<file path="src/rtl/fetch_stage_if.sv">
// Instruction-memory request/response bundle between the fetch stage and I-cache.
// One request at a time; mem_addr is held by the master until mem_valid returns.
interface fetch_stage_if;
  logic        mem_req;
  logic [31:0] mem_addr;
  logic        mem_valid;
  logic [31:0] mem_rdata;

  modport master (
    output mem_req, mem_addr,
    input  mem_valid, mem_rdata
  );

  modport slave (
    input  mem_req, mem_addr,
    output mem_valid, mem_rdata
  );
endinterface

</file>
<file path="src/rtl/fetch_stage.sv">
// PC owner feeding IF/ID: zero-latency on hits, NOP bubbles on misses, one request outstanding.
// Stall parks a hit in a hold buffer; a redirect during a miss waits out the owed response first.
module fetch_stage #(
  parameter logic [31:0] RESET_PC  = 32'h0000_0000,
  parameter logic [31:0] NOP_INSTR = 32'h0000_0013
) (
  input  logic                 clk,
  input  logic                 reset,
  input  logic                 stall_in,
  input  logic                 redirect_valid,
  input  logic [31:0]          redirect_pc,
  fetch_stage_if.master        mem,
  output logic [31:0]          pc_out,
  output logic [31:0]          instruction_out,
  output logic                 fetch_valid,
  output logic                 flush_out
);

  typedef enum logic [1:0] {
    S_REQ  = 2'd0,
    S_HOLD = 2'd1,
    S_DROP = 2'd2
  } state_e;

  state_e      state_q, state_d;
  logic [31:0] pc_q, pc_d;
  logic [31:0] pend_pc_q, pend_pc_d;
  logic [31:0] hold_instr_q, hold_instr_d;
  logic [31:0] pc_inc;

  assign pc_inc    = pc_q + 32'd4;
  assign pc_out    = pc_q;
  assign flush_out = redirect_valid;
  // Address is pinned to the PC in every state so it cannot move while a response is owed.
  assign mem.mem_addr = pc_q;

  always_ff @(posedge clk) begin
    if (reset) begin
      state_q      <= S_REQ;
      pc_q         <= RESET_PC;
      pend_pc_q    <= 32'h0;
      hold_instr_q <= NOP_INSTR;
    end else begin
      state_q      <= state_d;
      pc_q         <= pc_d;
      pend_pc_q    <= pend_pc_d;
      hold_instr_q <= hold_instr_d;
    end
  end

  always_comb begin
    state_d         = state_q;
    pc_d            = pc_q;
    pend_pc_d       = pend_pc_q;
    hold_instr_d    = hold_instr_q;
    mem.mem_req     = 1'b0;
    fetch_valid     = 1'b0;
    instruction_out = NOP_INSTR;

    case (state_q)
      S_REQ: begin
        mem.mem_req = 1'b1;
        if (mem.mem_valid) begin
          fetch_valid     = 1'b1;
          instruction_out = mem.mem_rdata;
        end
        if (redirect_valid) begin
          if (mem.mem_valid) begin
            pc_d = redirect_pc;
          end else begin
            pend_pc_d = redirect_pc;
            state_d   = S_DROP;
          end
        end else if (mem.mem_valid && !stall_in) begin
          pc_d = pc_inc;
        end else if (mem.mem_valid) begin
          hold_instr_d = mem.mem_rdata;
          state_d      = S_HOLD;
        end
      end

      S_HOLD: begin
        fetch_valid     = 1'b1;
        instruction_out = hold_instr_q;
        if (redirect_valid) begin
          pc_d    = redirect_pc;
          state_d = S_REQ;
        end else if (!stall_in) begin
          pc_d    = pc_inc;
          state_d = S_REQ;
        end
      end

      S_DROP: begin
        mem.mem_req = 1'b1;
        if (redirect_valid) begin
          pend_pc_d = redirect_pc;
        end
        // A redirect landing with the response must win over the older pending target.
        if (mem.mem_valid) begin
          pc_d    = redirect_valid ? redirect_pc : pend_pc_q;
          state_d = S_REQ;
        end
      end

      default: begin
        state_d = S_REQ;
      end
    endcase

    if (reset) begin
      mem.mem_req     = 1'b0;
      fetch_valid     = 1'b0;
      instruction_out = NOP_INSTR;
    end
  end

endmodule

</file>
<file path="src/flat_wrapper.sv">
// flat-port wrapper written by rule: the top's interface ports become plain ports
module fetch_stage_flat 
#(
  parameter logic [31:0] RESET_PC  = 32'h0000_0000,
  parameter logic [31:0] NOP_INSTR = 32'h0000_0013
)
  (clk, reset, stall_in, redirect_valid, redirect_pc, pc_out, instruction_out, fetch_valid, flush_out, mem_mem_req, mem_mem_addr, mem_mem_valid, mem_mem_rdata);
  fetch_stage_if mem_i ();
  input  logic clk;
  input  logic reset;
  input  logic stall_in;
  input  logic redirect_valid;
  input  logic [31:0] redirect_pc;
  output logic [31:0] pc_out;
  output logic [31:0] instruction_out;
  output logic fetch_valid;
  output logic flush_out;
  output wire logic [$bits(mem_i.mem_req)-1:0] mem_mem_req;
  output wire logic [$bits(mem_i.mem_addr)-1:0] mem_mem_addr;
  input wire logic [$bits(mem_i.mem_valid)-1:0] mem_mem_valid;
  input wire logic [$bits(mem_i.mem_rdata)-1:0] mem_mem_rdata;
  assign mem_mem_req = mem_i.mem_req;
  assign mem_mem_addr = mem_i.mem_addr;
  assign mem_i.mem_valid = mem_mem_valid;
  assign mem_i.mem_rdata = mem_mem_rdata;
  fetch_stage #(.RESET_PC(RESET_PC), .NOP_INSTR(NOP_INSTR)) u_core (.clk(clk), .reset(reset), .stall_in(stall_in), .redirect_valid(redirect_valid), .redirect_pc(redirect_pc), .mem(mem_i), .pc_out(pc_out), .instruction_out(instruction_out), .fetch_valid(fetch_valid), .flush_out(flush_out));
endmodule
</file>
<file path="config.mk">
export PLATFORM = sky130hd
export DESIGN_NAME = fetch_stage_flat
export DESIGN_NICKNAME = d
export VERILOG_FILES = /design/src/rtl/fetch_stage_if.sv /design/src/rtl/fetch_stage.sv /design/src/flat_wrapper.sv
export SDC_FILE = /design/constraint.sdc
export NUM_CORES = 1
export LEC_CHECK = 0
export CORE_ASPECT_RATIO = 0.7
export CORE_MARGIN = 4
export CORE_UTILIZATION = 40
export DETAILED_ROUTE_END_ITERATION = 12
export PLACE_DENSITY = 0.74
export SYNTH_ARGS = -nofsm -noshare
export SYNTH_HDL_FRONTEND = slang
export SYNTH_SLANG_ARGS = --single-unit
</file>
<file path="constraint.sdc">
create_clock -name clk -period 2 [get_ports clk]
set_input_delay 0.2 -clock clk [delete_from_list [all_inputs] [get_ports clk]]
set_output_delay 0.2 -clock clk [all_outputs]
set_load 0.01 [all_outputs]
</file>
==> results of run 1 <==
==> cell usage after synthesis (5+ instances only) <==
| cell | number | area (um2) |
|---|---|---|
| nand2_1 | 180 | 675.7 |
| a21oi_1 | 100 | 500.5 |
| dfxtp_1 | 98 | 1962 |
| nor2_1 | 56 | 210.2 |
| clkbuf_1 | 37 | 138.9 |
| buf_4 | 33 | 247.7 |
| o21ai_0 | 31 | 155.2 |
| a22oi_1 | 29 | 217.7 |
| nand3_1 | 17 | 85.08 |
| buf_2 | 15 | 75.07 |
| nand4_1 | 11 | 68.82 |
| a211oi_1 | 10 | 75.07 |
| nor3_1 | 9 | 45.04 |
| and3_1 | 8 | 50.05 |
| buf_1 | 6 | 22.52 |
| inv_1 | 6 | 22.52 |
| o22ai_1 | 6 | 37.54 |
| a31oi_1 | 5 | 31.28 |
| o21ai_1 | 5 | 25.02 |
==> tightest hold or removal path, stage by stage <==
cell and delay [ns]:
buf_2 0.15, inv_1 0.12, nand2_1 0.12, nor3_1 0.05
==> worst paths after layout <==
check | startpoint | end
worst max-delay path | u_core.state_q[1] | instruction_out[25]
worst min-delay path | redirect_valid | u_core.state_q[0]
worst max register to register | u_core.mem.mem_addr[3] | u_core.mem.mem_addr[8]
worst min register to register | u_core.pend_pc_q[0] | u_core.pend_pc_q[0]
==> area by class of cell <==
class | count | area [um2]
fillers | 1240 | 5489
multi-input cells | 548 | 2954
repair buffers | 225 | 2141
flip-flops and latches | 98 | 1969
clock buffers | 12 | 256.5
well taps | 166 | 207.7
clock inverters | 4 | 97.59
inverters | 6 | 22.52
==> what timing repair did <==
item | in CTS | in global routing
gates resized for setup | 40 | 20
buffers inserted | 0 | 2
hold endpoints to repair | 0 | 0
cloned | 1 | 1
pin swaps | 2 | 2
endpoints found under the setup margin | 33 | 19
==> state kept, by name (all words and copies together) (netlist names) <==
signal and count:
u_core.hold_instr_q 32, u_core.mem.mem_addr 32, u_core.pend_pc_q 32, u_core.state_q 2
==> through the flow <==
stage / util / power (mW) / setup WS (ns) / hold WS (ns)
after CTS: 0.5792 / 5.312 / 0.0004299 / 0.3445
after floorplan: - / 2.723 / 0.1495 / 0.3242
after detailed placement: 0.5506 / 3.276 / -0.1358 / 0.4430
final: 0.5822 / 5.278 / 0.07145 / 0.3492
after global placement: 0.5506 / 3.268 / -0.02603 / 0.4387
after global routing: 0.5822 / 5.511 / -0.02293 / 0.3913
==> power groups by stage <==
stage / registers, mW / clock network (mW) / logic [mW]
finish: 2.15 / 2.03 / 1.10
global route: 2.16 / 2.15 / 1.20
CTS: 2.15 / 2.07 / 1.09
detailed placement: 2.19 / 0 / 1.08
global placement: 2.19 / 0 / 1.08
floorplan: 2.20 / 0 / 0.520
==> logic make-up after synthesis <==
| group | count (synthesis) | synth area share |
|---|---|---|
| XOR/XNOR | 5 | 0.008194 |
| adder cells (fa/ha/maj) | 1 | 0.002340 |
| AO/OA/AOI/OAI | 219 | 0.2516 |
| multiplexers | 3 | 0.005852 |
| buffers and inverters | 97 | 0.09480 |
| AND/OR/NAND/NOR | 319 | 0.2701 |
| flip-flops | 98 | 0.3670 |
==> routing by layer <==
metal,up-vias,GRT usage
met5,-,0
met2,227,0.3259
met4,0,0.04765
met1,2675,0.3168
met3,15,0.04941
li1,2881,-
==> results.yml, run 1 <==
run_status:
  outcome: "complete, no violations"
worst_hold_path:
  hold_depth: 4
  hp-class: "input pin to flip-flop"
pwr:
  powerDensity_mw_per_mm2: 690.0
  irDropWorstVdd_mv: 0.3970
  swShare: 0.2601
  internal_power_mw: 3.905
  combinationalPowerShare: 0.209
  seq_power_share: 0.407
  p_leak_nw: 2.896
  p_sw_mw: 1.373
  clock_power_share: 0.384
critical_path:
  reg2regPathDepth: 6
  crit_arrival_ns: 1.73
  critPathMaxFanout: 15
  critPathTopFamily: "buffers and inverters"
  r2r_slack_ns: 0.13
  path_depth: 7
  start_kind: "flip-flop"
  crit_required_ns: 1.80
  max_stage_delay_ns: 0.39
  path_class: "flip-flop to output pin"
  cp.buffers_inverters: 3
  end_kind: "output pin"
  path_cells: "nand2b_4, nor2_4, buf_4, buf_12, a22oi_1, nor2_1, dlygate4sd2_1"
  crit_slowest_cell: "dfxtp_4"
cts:
  cts_inserted_buffers: 9
  clock_path_buffers: 2
  cts_max_level: 3
  clk_pin_slew_ns: 0.06
  worstSkewPairLatency_ns: 0.34
  hold_buffers: 0
  clock-root-buffer: "clkbuf_16"
  cts_sinks: 98
  cts_tree: "built"
drt:
  topRoutingLayerUsed: "met4"
  drtPass1Iterations: 5
  vias: 5798
  ant_nets: 0
  drt_wl_total_um: 17220
  viasPerCell: 5.475
  m1WireLength_um: 8205
  drc: 0
  dr_wl_met3_um: 1381
  drtIter0Drc: 471
  post_drt_wl_per_cell_um: 16.26
  wl_met2_um: 7455
timing:
  setup_tns_ns: 0
  max_freq_ghz: 0.5185
  maxSlewViolCount: 0
  worst_pin_slew_ns: 0.5571
  skew_ns: 0.007099
  fin_crit_ns: 1.929
  setup_viol: 0
  rsz0062_at_grt: "yes"
  max_slew_margin: 0.6286
  finalHoldViolCount: 0
  min_period_over_period: 0.9643
logic_synthesis:
  syn_area_mm2: 0.005345
  ys_seq_elements: 98
  yosysSeqAreaShare: 0.3670
  netlist-cell-type-count: 60
  syn_inst: 742
  synth.avg_cell_area_um2: 7.204
  dominantRegCellSynth: "dfxtp_1"
  synth-async-reset-ratio: 0
  synth_nets: 812
  synth_warnings: 0
  synth_edf_count: 0
grt:
  grt_pass1_wl_um: 27510
  grt_max_degree: 50
  gr-total-overflow: 0
  antenna_found_initial: 0
  grt_pass1_vias: 5291
  track_usage: 0.2169
floorplanning:
  die-area_mm2: 0.01531
  fp.dieW_um: 146.2
  start_util: 0.4069
  std_cell_rows: 35
  fp.dieH_um: 104.7
  core_region_area_mm2: 0.01314
  ios: 168
placement:
  dp_hpwl_um: 12080
  dp_cells: 1039
  gp_congestion: 0.8398
  placedInstanceArea_mm2: 0.007233
  io_buffers: 167
finish:
  layout-drive-gt1-share: 0.1232
  syn2layout_area_growth_pct: 43.09
  diodes: 0
  nets: 958
  fin_area_mm2: 0.007649
  instances_no_fill: 1059
  final_common_cell: "nand2_1"
  layout_common_cells: "nand2_1, clkdlybuf4s50_1, a21oi_1"
job:
  maxCapViolCount: 0
(Power assumes the default switching activity.)
==> run 2, diff against run 1 <==
--- a/config.mk
+++ b/config.mk
@@ -9,7 +9,9 @@
 export CORE_MARGIN = 4
 export CORE_UTILIZATION = 40
 export DETAILED_ROUTE_END_ITERATION = 12
+export GPL_TIMING_DRIVEN = 0
 export PLACE_DENSITY = 0.74
+export SETUP_SLACK_MARGIN = 0.15
 export SYNTH_ARGS = -nofsm -noshare
 export SYNTH_HDL_FRONTEND = slang
 export SYNTH_SLANG_ARGS = --single-unit
==> run 2 against run 1 <==
Against the previous run: critical path type unchanged; sequential cell count unchanged; combinational power increased by 11%; critical path depth increased by 2; critical endpoint is now instruction_out[10]; worst hold slack got worse by 0.015 ns.
==> results.yml, run 2 (synthesis results as in run 1) <==
run_status:
  outcome: "complete, no violations"
floorplanning:
  std_cell_rows: 35
  fp.dieW_um: 146.2
  ios: 168
  start_util: 0.4069
  core_region_area_mm2: 0.01314
  die-area_mm2: 0.01531
  fp.dieH_um: 104.7
drt:
  viasPerCell: 5.650
  drc: 0
  post_drt_wl_per_cell_um: 18.14
  drt_wl_total_um: 20370
  drtPass1Iterations: 5
  ant_nets: 0
  drtIter0Drc: 726
  vias: 6345
timing:
  setup_tns_ns: 0
  finalHoldViolCount: 0
  skew_ns: 0.008658
  rsz0062_at_grt: "yes"
  min_period_over_period: 0.9658
  maxSlewViolCount: 0
  worst_pin_slew_ns: 0.7628
  max_freq_ghz: 0.5177
  setup_viol: 0
  fin_ws_ns: 0.06830
  fin_crit_ns: 1.932
  hold_slack_ns: 0.3343
  max_slew_margin: 0.4915
pwr:
  swShare: 0.2964
  internal_power_mw: 3.599
  p_sw_mw: 1.516
  p_leak_nw: 3.166
  clock_power_share: 0.334
  irDropWorstVdd_mv: 0.4523
  combinationalPowerShare: 0.239
  seq_power_share: 0.426
  powerDensity_mw_per_mm2: 631.9
cts:
  cts_sinks: 98
  cts_inserted_buffers: 9
  worstSkewPairLatency_ns: 0.35
  clock_path_buffers: 2
  cts_max_level: 3
  clock-root-buffer: "clkbuf_16"
  clk_pin_slew_ns: 0.07
  cts_tree: "built"
critical_path:
  crit_arrival_ns: 1.73
  end_kind: "output pin"
  start_kind: "flip-flop"
  path_class: "flip-flop to output pin"
  critPathMaxFanout: 6
  crit_required_ns: 1.80
finish:
  syn2layout_area_growth_pct: 51.43
  instances_no_fill: 1123
  fin_area_mm2: 0.008094
  final_common_cell: "nand2_1"
  diodes: 0
  layout_common_cells: "nand2_1, clkdlybuf4s50_1, a21oi_1"
  layout-drive-gt1-share: 0.2362
  nets: 1022
grt:
  antenna_found_initial: 0
  grt_pass1_wl_um: 31310
  grt_max_degree: 17
  grt_pass1_vias: 5717
  gr-total-overflow: 0
  track_usage: 0.2513
placement:
  dp_slack_ns: -0.8034
  dp_hpwl_um: 14250
  placedInstanceArea_mm2: 0.007204
  dp_cells: 1073
  gp_congestion: 0.9358
  io_buffers: 165
job:
  maxCapViolCount: 0
worst_hold_path:
  hp-class: "input pin to flip-flop"
==> run 2: cell count changes in the layout (fill, tap and decap cells not counted), sizes merged <==
cell | before | now
buf | 59 | 124
bufbuf | 1 | 0
bufinv | 3 | 0
clkbuf | 16 | 45
clkdlybuf4s15 | 6 | 0
clkdlybuf4s50 | 133 | 131
clkinv | 0 | 2
clkinvlp | 1 | 2
dlygate4sd2 | 21 | 0
inv | 6 | 7
or2 | 3 | 2
==> run 2: power groups by stage <==
| stage | Combinational, mW | Clock [mW] | Sequential (mW) |
|---|---|---|---|
| floorplan | 0.520 | 0 | 2.20 |
| global placement | 1.07 | 0 | 2.21 |
| detailed placement | 1.08 | 0 | 2.21 |
| CTS | 1.14 | 1.73 | 2.17 |
| global route | 1.32 | 1.80 | 2.19 |
| finish | 1.22 | 1.71 | 2.18 |
==> run 2: cell type report <==
cell class,count,area [um2]
plain buffers,91,695.7
fillers,1161,5044
flip-flops and latches,98,2002
clock inverters,5,37.54
inverters,6,22.52
clock buffers,11,252.7
multi-input cells,547,3077
repair buffers,199,1799
well taps,166,207.7
==> run 2: final timing paths <==
path	slack (ns)	depth (start not counted)	to	start
worst min register to register	0.45	2	u_core.pend_pc_q[0]	u_core.pend_pc_q[0]
worst min-delay path	0.33	2	u_core.mem.mem_addr[23]	reset
worst max-delay path	0.07	9	instruction_out[10]	u_core.state_q[1]
worst max register to register	0.19	6	u_core.mem.mem_addr[27]	u_core.state_q[0]
==> run 2: timing repair <==
action	in CTS	in global routing
buffers inserted	18	14
setup endpoints to repair	91	103
pin swaps	6	19
resized for setup	193	108
cloned	2	0
hold buffers	0	0
==> run 2: worst max-delay path: stages, from the launching register on <==
cell and delay (ns):
dfxtp_2 0.32, buf_6 0.12, nand2b_4 0.16, nor2_4 0.14, buf_8 0.15, buf_6 0.12, buf_6 0.10, a22oi_2 0.04
nor2_1 0.11, buf_2 0.14
==> run 2: metrics by stage <==
step | total power, mW | util
global route | 5.307 | 0.6161
CTS | 5.038 | 0.5905
detailed placement | 3.296 | 0.5484
global placement | 3.284 | 0.5484
floorplan | 2.723 | -
finish | 5.114 | 0.6161
==> run 2: routing by layer <==
metal  routed length [um]  vias to the layer above  global-route usage  part of all wire
met4                  378                        0             0.05570             0.019
met3                 2370                       41             0.05678              0.12
met5                    0                        -                   0                 0
met1                 9046                     2947              0.3797              0.44
li1                     -                     2990                   -                 -
met2                 8576                      367              0.3622              0.42
==> run 3, diff against run 2 <==
--- a/config.mk
+++ b/config.mk
@@ -7,10 +7,10 @@
 export LEC_CHECK = 0
 export CORE_ASPECT_RATIO = 0.7
 export CORE_MARGIN = 4
-export CORE_UTILIZATION = 40
+export CORE_UTILIZATION = 36
 export DETAILED_ROUTE_END_ITERATION = 12
 export GPL_TIMING_DRIVEN = 0
-export PLACE_DENSITY = 0.74
+export PLACE_DENSITY = 0.69
 export SETUP_SLACK_MARGIN = 0.15
 export SYNTH_ARGS = -nofsm -noshare
 export SYNTH_HDL_FRONTEND = slang
==> run 3 against run 2 <==
Against the previous run: sequential power is essentially flat; wire length grew 3.2%; clock power grew 3%; non-clock buffer count shrank 9; via count shrank 0.66%; die area grew 10%; core utilization shrank 4.4 points; register-to-register slack is essentially flat; combinational power is essentially flat; sequential share of layout area shrank 0.34 points; clock-buffer cell count is the same; critical path depth shrank 3.
==> results.yml, run 3 (synthesis results as in run 1) <==
timing:
  fin_crit_ns: 1.892
  max_freq_ghz: 0.5284
  hold_slack_ns: 0.3645
  fin_ws_ns: 0.1076
  rsz0062_at_grt: "yes"
  maxSlewViolCount: 0
  finalHoldViolCount: 0
  max_slew_margin: 0.4750
  setup_viol: 0
  worst_pin_slew_ns: 0.7876
  skew_ns: 0.006780
  min_period_over_period: 0.9462
critical_path:
  critPathMaxFanout: 6
  crit_required_ns: 1.80
  reg2regPathDepth: 7
  r2r_slack_ns: 0.20
  end_kind: "output pin"
  crit_arrival_ns: 1.69
  path_class: "flip-flop to output pin"
  start_kind: "flip-flop"
cts:
  cts_tree: "built"
  clock_path_buffers: 2
  cts_max_level: 3
  cts_sinks: 98
  clk_pin_slew_ns: 0.06
  hold_buffers: 0
  cts_inserted_buffers: 9
  worstSkewPairLatency_ns: 0.35
  clock-root-buffer: "clkbuf_16"
finish:
  fin_area_mm2: 0.008142
  syn2layout_area_growth_pct: 52.32
  layout_common_cells: "nand2_1, clkdlybuf4s50_1, a21oi_1"
  instances_no_fill: 1137
  nets: 1013
  postLayoutCoreUtil: 0.5720
  layout-drive-gt1-share: 0.2355
  final_common_cell: "nand2_1"
  diodes: 0
pwr:
  irDropWorstVdd_mv: 0.4163
  p_leak_nw: 3.094
  powerDensity_mw_per_mm2: 636.0
drt:
  drtIter0Drc: 678
  post_drt_wl_per_cell_um: 18.49
  drc: 0
  drt_wl_total_um: 21030
  vias: 6303
  ant_nets: 0
  viasPerCell: 5.544
  drtPass1Iterations: 5
placement:
  placedInstanceArea_mm2: 0.007234
  dp_hpwl_um: 14910
  io_buffers: 165
  dp_cells: 1097
  gp_congestion: 0.9387
  dp_slack_ns: -0.8640
grt:
  track_usage: 0.2332
  antenna_found_initial: 0
  grt_pass1_wl_um: 31170
  gr-total-overflow: 0
  grt_pass1_vias: 5708
  grt_max_degree: 16
job:
  maxCapViolCount: 0
floorplanning:
  fp.dieH_um: 109.9
  ios: 168
  die-area_mm2: 0.01689
  fp.dieW_um: 153.6
  std_cell_rows: 36
  core_region_area_mm2: 0.01423
  start_util: 0.3755
worst_hold_path:
  hold_depth: 2
  hp-class: "input pin to flip-flop"
run_status:
  outcome: "complete, no violations"
-- run 3: changes by cell type in the layout (fill, tap and decap cells not counted), moves of 3 or more --
cell,change
clkbuf_2,-3
clkbuf_1,+4
buf_8,+5
dfxtp_1,+3
nor2_1,-5
buf_4,-11
nor2_4,+3
a22oi_1,-11
a22oi_2,+11
dfxtp_4,-5
clkbuf_8,-3
-- run 3: where the power goes --
group | internal (mW) | switching, mW | leakage [nW]
sequential | 2.06 | 0.129 | 0.808
combinational | 0.623 | 0.608 | 2.15
clock | 0.998 | 0.760 | 0.134
-- run 3: repair_timing --
action / in CTS / in global routing
cloned: 2 / 4
resized for setup: 205 / 100
buffers inserted: 13 / 6
pin swaps: 8 / 25
setup endpoints to repair: 88 / 100
-- run 3: layout make-up --
class	instances	area, um2
multi-input cells	547	3137
clock inverters	4	52.55
inverters	6	22.52
fillers	1346	6092
well taps	190	237.7
repair buffers	190	1793
flip-flops and latches	98	1986
clock buffers	11	242.7
plain buffers	91	670.6
-- run 3: through the flow --
| stage | power, mW | TNS (ns) |
|---|---|---|
| final | 5.178 | 0 |
| after global routing | 5.378 | 0 |
| after CTS | 5.093 | 0 |
| after detailed placement | 3.303 | -25.94 |
| after global placement | 3.294 | -24.75 |
| after floorplan | 2.723 | 0 |
-- run 3: worst max-delay path, cell delays in order, from the launching register on --
cell       delay, ns
dfxtp_2         0.32
buf_6           0.12
or2_2           0.30
buf_8           0.16
clkbuf_16       0.16
nor2_1          0.13
buf_2           0.16
-- run 3: per-layer routing --
metal / up-vias / global-route usage / wire (um)
met4: 0 / 0.06679 / 335
met1: 2921 / 0.3558 / 9684
li1: 2983 / - / -
met2: 366 / 0.3296 / 8863
met5: - / 0 / 0
met3: 33 / 0.04524 / 2144
-- run 3: final timing paths --
path                                           from                 endpoint
worst max register to register    u_core.state_q[1]  u_core.mem.mem_addr[29]
worst max-delay path              u_core.state_q[1]      instruction_out[21]
worst min-delay path                          reset  u_core.mem.mem_addr[23]
worst min register to register  u_core.pend_pc_q[5]      u_core.pend_pc_q[5]
